**src/rtl/microcode_sequencer.sv**
```systemverilog
// microcode_sequencer
//
// Self-timed control sequencer for the TTL16 CPU. Owns the instruction step
// state and decodes the datapath control strobes for fetch, LDVAL, LDMEM, STR,
// MOV, ALU/compare and conditional branches. It also provides an interrupt-enable
// flag and a two-cycle interrupt entry sequence.
//
// Optional feature macro: MICROCODE_WAIT_EN
//   defined   : MemReady gates bus steps, a wait counter runs, and BusErr pulses
//               once the counter reaches WAIT_LIMIT.
//   undefined : MemReady is ignored, there is no wait counter, BusErr is 0.
//
// Parameters
//   WAIT_LIMIT : stalled cycles before a bus error (0 = never time out)
//   LINK_REG   : register that receives the return PC on interrupt entry
//   IVEC_REG   : register that holds the interrupt vector
//
// Ports
//   CLK, RST                        clock, async active-high reset
//   Instr[15:0], Flags[4:0]         instruction register, ALU flags
//   MemReady                        bus access completes this cycle
//   IntReq                          level interrupt request (sampled at boundary)
//   Step[2:0]                       current state code (debug)
//   PCToA, PCW, PCWriteFromD, PCToD PC controls
//   DToInstr, ALUToD, shiftInstrToD data bus sources
//   rsel0RegFile, rsel1RegFile,
//   wselRegFile, wRegFile           register file selects / write strobe
//   rsel0ToA, rsel1ToD              register file onto address / data bus
//   wFlags, wOut                    flag write, memory write strobes
//   IntEnabled, IntAck, BusErr      interrupt enable, acknowledge, bus timeout
//
// state    | meaning
// ---------+-------------------------------------------------------------
// FETCH_A  | drive PC onto the address bus
// FETCH_D  | latch instruction from memory, increment PC (bus step)
// EXEC_S   | first execute step; branches finish here
// EXEC_W   | second execute step; writes (LDMEM/STR are bus steps)
// INT_SAVE | write return PC into LINK_REG, acknowledge the interrupt
// INT_JUMP | load PC from IVEC_REG, clear the interrupt enable

module microcode_sequencer #(
   parameter int         WAIT_LIMIT = 16,
   parameter logic [3:0] LINK_REG   = 4'hE,
   parameter logic [3:0] IVEC_REG   = 4'hF
) (
   input  logic        CLK,
   input  logic        RST,
   input  logic [15:0] Instr,
   input  logic [4:0]  Flags,
   input  logic        MemReady,
   input  logic        IntReq,
   output logic [2:0]  Step,
   output logic        PCToA,
   output logic        PCW,
   output logic        PCWriteFromD,
   output logic        PCToD,
   output logic        DToInstr,
   output logic        ALUToD,
   output logic        shiftInstrToD,
   output logic [3:0]  rsel0RegFile,
   output logic [3:0]  rsel1RegFile,
   output logic [3:0]  wselRegFile,
   output logic        wRegFile,
   output logic        rsel0ToA,
   output logic        rsel1ToD,
   output logic        wFlags,
   output logic        wOut,
   output logic        IntEnabled,
   output logic        IntAck,
   output logic        BusErr
);

   typedef enum logic [2:0] {
      FETCH_A  = 3'd0,
      FETCH_D  = 3'd1,
      EXEC_S   = 3'd2,
      EXEC_W   = 3'd3,
      INT_SAVE = 3'd4,
      INT_JUMP = 3'd5
   } stateT;

   stateT state;

   logic isLdval, isMem, isAlu, isBranch;
   logic isLdmem, isStr;
   logic inExecW;
   logic taken;
   logic ready;     // bus step may complete this cycle (strobe gate)
   logic stall;     // bus step holds its state this cycle
   logic timeout;   // wait limit reached: abandon instruction

   assign isLdval  = ~Instr[15];
   assign isMem    = Instr[15] & (Instr[14:10] == 5'd0);
   assign isAlu    = Instr[15] & Instr[14];
   assign isBranch = Instr[15] & ~Instr[14] & (Instr[13:10] != 4'd0);
   assign isLdmem  = isMem & ~Instr[8];
   assign isStr    = isMem & (Instr[9:8] == 2'b01);
   assign inExecW  = (state == EXEC_W);

   // Instr[9] is the always-true condition; Instr[10] inverts the flag tests.
   assign taken = |(Instr[9:4] & {1'b1, Flags ^ {5{Instr[10]}}});

`ifdef MICROCODE_WAIT_EN
   localparam int CW = (WAIT_LIMIT < 1) ? 1 : $clog2(WAIT_LIMIT + 1);

   logic [CW-1:0] waitCnt;
   logic          busStep;

   assign busStep = (state == FETCH_D) | (inExecW & (isLdmem | isStr));
   assign timeout = (WAIT_LIMIT != 0) && busStep && (waitCnt == CW'(WAIT_LIMIT));
   assign ready   = MemReady & ~timeout;
   assign stall   = busStep & ~MemReady & ~timeout;
`else
   logic unusedMemReady;

   assign unusedMemReady = MemReady;
   assign timeout        = 1'b0;
   assign ready          = 1'b1;
   assign stall          = 1'b0;
`endif

   assign Step   = state;
   assign BusErr = timeout;

   // Every strobe that a bus step can issue is gated by ready, so a timeout
   // cycle automatically suppresses them while selects stay put.
   always_comb begin
      PCToA         = 1'b0;
      PCW           = 1'b0;
      PCWriteFromD  = 1'b0;
      PCToD         = 1'b0;
      DToInstr      = 1'b0;
      ALUToD        = 1'b0;
      shiftInstrToD = 1'b0;
      rsel0RegFile  = 4'h0;
      rsel1RegFile  = 4'h0;
      wselRegFile   = 4'h0;
      wRegFile      = 1'b0;
      rsel0ToA      = 1'b0;
      rsel1ToD      = 1'b0;
      wFlags        = 1'b0;
      wOut          = 1'b0;
      IntAck        = 1'b0;
      case (state)
         FETCH_A: PCToA = 1'b1;
         FETCH_D: begin
            PCToA    = 1'b1;
            DToInstr = ready;
            PCW      = ready;
         end
         EXEC_S, EXEC_W: begin
            if (isLdval) begin
               shiftInstrToD = 1'b1;
               wselRegFile   = Instr[3:0];
               wRegFile      = inExecW;
            end else if (isMem) begin
               if (isLdmem) begin
                  rsel0RegFile = Instr[3:0];
                  rsel0ToA     = 1'b1;
                  wselRegFile  = Instr[7:4];
                  wRegFile     = inExecW & ready;
               end else if (isStr) begin
                  rsel0RegFile = Instr[3:0];
                  rsel0ToA     = 1'b1;
                  rsel1RegFile = Instr[7:4];
                  rsel1ToD     = 1'b1;
                  wOut         = inExecW & ready;
               end else begin
                  rsel1RegFile = Instr[3:0];
                  rsel1ToD     = 1'b1;
                  wselRegFile  = Instr[7:4];
                  wRegFile     = inExecW;
               end
            end else if (isAlu) begin
               rsel0RegFile = Instr[7:4];
               rsel1RegFile = Instr[3:0];
               wFlags       = inExecW;
               if (!Instr[13]) begin
                  ALUToD   = 1'b1;
                  wRegFile = inExecW;
               end
            end else if (!inExecW) begin
               rsel1RegFile = Instr[3:0];
               rsel1ToD     = 1'b1;
               PCW          = taken;
               PCWriteFromD = taken;
            end
         end
         INT_SAVE: begin
            PCToD       = 1'b1;
            wselRegFile = LINK_REG;
            wRegFile    = 1'b1;
            IntAck      = 1'b1;
         end
         INT_JUMP: begin
            rsel1RegFile = IVEC_REG;
            rsel1ToD     = 1'b1;
            PCW          = 1'b1;
            PCWriteFromD = 1'b1;
         end
         default: ;
      endcase
   end

   always_ff @(posedge CLK or posedge RST) begin
      if (RST) begin
         state      <= FETCH_A;
         IntEnabled <= 1'b0;
`ifdef MICROCODE_WAIT_EN
         waitCnt    <= '0;
`endif
      end else begin
         case (state)
            FETCH_A: state <= FETCH_D;
            FETCH_D: begin
               if (timeout)
                  state <= FETCH_A;
               else if (!stall)
                  state <= EXEC_S;
            end
            EXEC_S: begin
               if (isBranch) begin
                  // An EI branch checks for interrupts with the new enable.
                  if (Instr[11])
                     IntEnabled <= 1'b1;
                  state <= ((IntEnabled | Instr[11]) & IntReq) ? INT_SAVE : FETCH_A;
               end else begin
                  state <= EXEC_W;
               end
            end
            EXEC_W: begin
               if (timeout)
                  state <= FETCH_A;
               else if (!stall)
                  state <= (IntEnabled & IntReq) ? INT_SAVE : FETCH_A;
            end
            INT_SAVE: state <= INT_JUMP;
            INT_JUMP: begin
               IntEnabled <= 1'b0;
               state      <= FETCH_A;
            end
            default: state <= FETCH_A;
         endcase
`ifdef MICROCODE_WAIT_EN
         // Only a stall keeps the state; any other cycle changes it.
         if (stall)
            waitCnt <= waitCnt + CW'(1);
         else
            waitCnt <= '0;
`endif
      end
   end

endmodule

```
**config.mk**
```make
export PLATFORM = sky130hd
export DESIGN_NAME = microcode_sequencer
export DESIGN_NICKNAME = d
export VERILOG_FILES = /design/src/rtl/microcode_sequencer.sv
export SDC_FILE = /design/constraint.sdc
export NUM_CORES = 1
export LEC_CHECK = 0
export CAP_MARGIN = 5
export CORE_ASPECT_RATIO = 0.75
export CORE_MARGIN = 2
export CORE_UTILIZATION = 37
export DETAILED_ROUTE_END_ITERATION = 16
export PLACE_DENSITY_LB_ADDON = 0.15
export SLEW_MARGIN = 30
export SYNTH_ARGS = -nofsm -noshare
export SYNTH_HDL_FRONTEND = slang
export SYNTH_SLANG_ARGS = --single-unit
```
**constraint.sdc**
```tcl
create_clock -name CLK -period 2.8 [get_ports CLK]
set_input_delay 0.42 -clock CLK [delete_from_list [all_inputs] [get_ports CLK]]
set_output_delay 0.42 -clock CLK [all_outputs]
set_load 0.01 [all_outputs]
```
### Word level (Yosys, flattened, before mapping)

Cells that the tools add are included.
Widths: inputs -> output; s select.

| cells by class | value |
|---|---|
| eq/ne operators | 8 |
| multiplexer cells | 68 |
| bitwise gates (word level) | 13 |
| reduce and logical (&&, ||, !) cells | 9 |

Operators by type and width:

| kind | number |
|---|---|
| $mux 4 | 16 |
| $mux 1 | 41 |
| $pmux 4 s2 | 2 |
| $pmux 3 s5 | 1 |
| $pmux 1 s2 | 5 |
| $mux 3 | 3 |
| $and 1x1->1 | 8 |
| $and 6x6->6 | 1 |
| $eq 3x2->1 const B | 2 |
| $eq 3x3->1 const B | 2 |
| $reduce_or 2->1 | 3 |
| $reduce_or 6->1 | 1 |
| $logic_not 5->1 | 1 |
| $xor 5x5->5 | 1 |
| $ne 2x2->1 const B | 2 |
| $reduce_bool 4->1 | 1 |
| $eq 3x1->1 const B | 1 |
| $logic_not 3->1 | 1 |
| $reduce_and 3->1 | 1 |
| $eq 2x1->1 const B | 1 |
| $not 1->1 | 2 |
| $reduce_bool 2->1 | 1 |
| $or 1x1->1 | 1 |

| word-level totals | value |
|---|---|
| register bits after elaboration | 4 |
| bits of input ports | 25 |
| logic and storage cells | 100 |

### Depth between registers and ports, before layout

| logic depth | value |
|---|---|
| word-level depth | 8 |
| gate-level depth with buffers | 5 |
| mapped depth without buffers | 4 |

### Least setup slack after synthesis

OpenSTA, ideal clock, no wires.

| timing path | value |
|---|---|
| kind | input to output |
| start point | in Instr[11] |
| end point | out rsel1ToD |
| data arrival time | 1.595 ns |
| path slack | 0.785 ns |
| stages on the path | 5 |
| cell sequence | or4_4 > buf_6 > nor2_4 > a21oi_1 > o21ai_0 |

| between the ends | value |
|---|---|
| cells in the longest elaborated chain, start to end | 7 |

Ends and longest elaborated chain:

| what | RTL line | source |
|---|---|---|
| start, declared | 48 | `input logic [15:0] Instr,` |
| $logic_not 5->1 (*) | 93 | `assign isMem = Instr[15] & (Instr[14:10] == 5'd0);` |
| $and 1x1->1 (*) | 93 |  |
| $and 1x1->1 | 96 | `assign isLdmem = isMem & ~Instr[8];` |
| $mux 1 | 157 | `if (isLdmem) begin` |
| $mux 1 (*) | 156 | `end else if (isMem) begin` |
| $mux 1 (*) | 152 | `if (isLdval) begin` |
| $pmux 1 s2 (*) | 144 | `case (state)` |
| end, declared | 65 | `output logic rsel1ToD,` |

Every way passes the cells marked *; elsewhere a longest branch is shown, timed or not.

### Worst setup path after layout

| timing path | value |
|---|---|
| start point | in Instr[10] |
| end point | out rsel1RegFile[1] |

| between the ends | value |
|---|---|
| cells in the longest elaborated chain, start to end | 8 |
| elaborated cells between the ends (all ways) | 9 |
| classes of those cells | mux: 5; bitwise: 3; reduce/logical: 1 |

Ends and longest elaborated chain:

| what | RTL line | source |
|---|---|---|
| $logic_not 5->1 (*) | 93 |  |
| $and 1x1->1 (*) | 93 |  |
| $and 1x1->1 | 97 | `assign isStr = isMem & (Instr[9:8] == 2'b01);` |
| $mux 4 | 162 | `end else if (isStr) begin` |
| $mux 4 | 157 |  |
| $mux 4 (*) | 156 |  |
| $mux 4 (*) | 152 |  |
| $pmux 4 s2 (*) | 144 |  |
| end, declared | 61 | `output logic [3:0] rsel1RegFile,` |

Marks and branches as above.

==> run_results.csv <==
group,metric,value,unit
outcome,outcome,"complete, but fails checks",
outcome,violations,"negative setup slack",
synth,synth-seq-cells,4,
die,die_h,43.08,microns
synth,yosys.cell_count.top_type,"nand2_1",
grt,grt_pass1_vias,1011,
timing,drv_slew,0,
clock_tree,clk-insertion-delay-late,250,ps
setup_path,crit_path_end_kind,"output port",
setup_path,startpoint_type,"input port",
timing,period_share,100.0,%
timing,hold_violations,0,
synth,syn_inst,112,
synth,synth_area,753.2,sq um
power,leakagePower,0.6336,nW
timing,fmax,357.1,MHz
grt,antenna_found_initial,0,
synth,synth_top_cell_by_area,"dfrtp_1",
grt,grtUsageTotal,24.13,%
route,dr_total_vias,1141,
power,p_comb_share,74.0,%
synth,synth_compound_area_share,36.38,%
route,detail_route.first_pass.iterations,4,
clock_tree,cts_root_buffer,"clkbuf_4",
setup_path,crit_required,2380,ps
synth,ys.flop_type,"dfrtp_1",
timing,finalSetupViolCount,1,
timing,layout_setup_ws,-0.08038,ps
clock_tree,cts_tree,"done",
power,p_sw,0.0003474,W
setup_path,worstReg2RegEnd,"Step[2]$_DFF_PP0_",
power,finalPower,0.0007728,W
synth,synth-simple-area-share,34.05,%
placement,place_ws,-152.5,ps
setup_path,crit_fanout,5,
final_layout,design_area,1399,sq um
power,ir_worst_vdd,0.0006603,V
power,power_frac_seq,16.2,%
timing,finClkSkew,5.620,ps
grt,grt_overflow,0,
route,viasPerCell,5.621,
clock_tree,cts_buffers,3,
final_layout,fin_nets,206,
setup_path,reg2regPathDepth,4,
die,start_util,38.39,%
min_path,hold_class,"in -> async",
synth,synthMuxAreaShare,4.485,%
die,die_area,2417,sq um
placement,io_buffer_count,52,
route,wl_per_cell,14.60,microns
final_layout,final_cells,203,
final_layout,antenna_cells,0,
die,coreArea,1962,sq um
synth,synth_xor_area_share,1.163,%
power,switching_share,44.95,%
die,row_count,14,
final_layout,syn_to_final_growth,85.71,%
timing,fin_setup_tns,-0.08038,ps
synth,async_flop_share,100.0,%
placement,place_area,1363,sq um
synth,synthAdderAreaFrac,0,%
clock_tree,htree_levels,1,
clock_tree,clkTransAtPathRegs,40,ps
timing,fin_crit,2800,ps
route,ant_nets,0,
synth,ys_seq_area_share,13.29,%
grt,grt_max_degree,12,
route,initialDrtViolationCount,41,
synth,synth_edf_count,0,
setup_path,crit_start,"Instr[10]",
synth,synthesis.nets,137,
setup_path,regToRegSetupSlack,1430,ps
synth,synthDominantCellAreaShare,13.29,%
route,totalWireLength,2.964,mm
placement,place_inst,193,
clock_tree,clock-sinks,4,
die,pin_count,55,
synth,synthTopCellsByCount,"nand2_1 (10), a22oi_1 (9), a21oi_1 (8), nor2_1 (8), o21ai_1 (7)",
placement,place_congestion,0.8342,
die,fp.dieW,56.10,microns
job,max-cap-violations,0,
power,power_frac_clock,9.7,%
placement,place_hpwl,2.188,mm
route,drc,0,
setup_path,arrival,2380,ps
final_layout,drive_above_1_share,21.23,%
synth,yosysWarnings,0,
synth,syn_avg_cell_area,6.725,sq um
power,p_int,0.0004254,W
power,p_per_area,552.5,nW/um^2
clock_tree,cts_max_path_buffers,2,
synth,synth_top_family_by_area,"compound AO/OA/AOI/OAI gates",
setup_path,regToRegStartpoint,"Step[2]$_DFF_PP0_",
synth,synth_cell_type_count,35,
grt,grt_first_pass_wirelength,4.547,mm
synth,synthTopCellsByArea,"dfrtp_1 (13%), a22oi_1 (9.0%), a21oi_1 (5.3%)",
setup_path,crit_type,"in -> out",
==> cells by family (layout without fill, tap and decap cells) <==
kind of cell | count (synthesis) | in the layout
simple gates | 46 | 46
other cells | 1 | 1
flops | 4 | 4
compound gates | 41 | 41
xor+xnor | 1 | 1
buf+inv | 16 | 83
mux | 3 | 3
==> sequential cells by signal, indices dropped and copies added (netlist names) <==
register / count
IntEnabled: 1
Step: 3
==> per-stage QoR <==
stage | util (%) | hold slack [ps]
after floorplan | - | 186.1
after global placement | 69.45 | 540.4
after detailed placement | 69.45 | 567.6
after CTS | 71.30 | 360.1
after global routing | 71.30 | 376.3
final | 71.30 | 353.3
==> per-layer routing <==
layer / share of wire (%) / wire (microns) / up-vias / global-route usage [%]
li1: - / - / 543 / -
met1: 44 / 1318 / 521 / 31.74
met2: 44 / 1308 / 67 / 36.71
met3: 8.7 / 257 / 10 / 7.317
met4: 2.7 / 80 / 0 / 10.00
met5: 0 / 0 / - / 0
==> repair_timing <==
action                                  4_1_cts  5_1_grt
buffers inserted                              6        1
endpoints found under the setup margin       16        7
pin swaps                                     1        3
hold buffers                                  0        0
resized for setup                            25        5
==> power by group through the flow <==
| stage | Sequential [W] | Clock, W | Combinational [W] |
|---|---|---|---|
| final | 0.000126 | 0.0000751 | 0.000572 |
| after global routing | 0.000130 | 0.0000827 | 0.000618 |
| after CTS | 0.000125 | 0.0000766 | 0.000569 |
| after detailed placement | 0.000125 | 0 | 0.000603 |
| after global placement | 0.000124 | 0 | 0.000594 |
| after floorplan | 0.000119 | 0 | 0.000274 |
==> critical path, cell delays in order <==
cell and delay [ps]:
clkdlybuf4s50_1 430, or4_4 610, buf_4 170, a211oi_1 290
o21ai_1 160, dlygate4sd2_1 300
==> worst max-delay path by stage <==
stage,endpoint,slack (ps),depth (start not counted)
4_1_cts,wOut,10,8
2_1_floorplan,rsel1ToD,780,5
3_5_place_dp,rsel0RegFile[1],-150,6
3_3_place_gp,wselRegFile[2],-130,6
5_1_grt,rsel1RegFile[1],-50,7
6_report,rsel1RegFile[1],-0.08,6
==> placed cells by master (no fill, tap or decap) <==
cell type / netlist / layout
conb_1: 1 / 1
nor4_1: 2 / 2
clkbuf_4: 0 / 3
a31oi_1: 1 / 1
buf_4: 2 / 22
a21o_1: 2 / 2
nand4_1: 1 / 1
a21boi_0: 1 / 1
nor2b_1: 6 / 6
nand3b_1: 1 / 1
nor3_1: 3 / 3
nand3_1: 5 / 5
clkbuf_2: 0 / 2
o2111ai_1: 1 / 1
o21ai_0: 4 / 4
inv_1: 6 / 6
a211oi_1: 3 / 3
a22oi_1: 9 / 9
buf_2: 1 / 3
dfrtp_1: 4 / 4
nor2_4: 1 / 1
a21oi_1: 8 / 8
o211ai_1: 3 / 3
a32oi_1: 1 / 1
xor2_1: 1 / 1
dlygate4sd2_1: 0 / 11
nor3_4: 1 / 1
nand2b_1: 5 / 5
mux2_2: 3 / 3
nor2_1: 8 / 8
or3b_2: 1 / 1
o21ai_1: 7 / 7
or4_4: 1 / 1
nand2_1: 10 / 10
a211oi_4: 1 / 1
clkdlybuf4s50_1: 0 / 36
and3_1: 1 / 1
==> cell type report <==
class                           count  area, sq um
Sequential cell                     4        100.1
Multi-Input combinational cell     92        576.8
Clock buffer                        3        22.52
Fill cell                         173        563.0
Tap cell                           24        30.03
Inverter                            6        22.52
Timing Repair Buffer               74        646.9
Note: power is estimated with default switching activity, not from simulation.
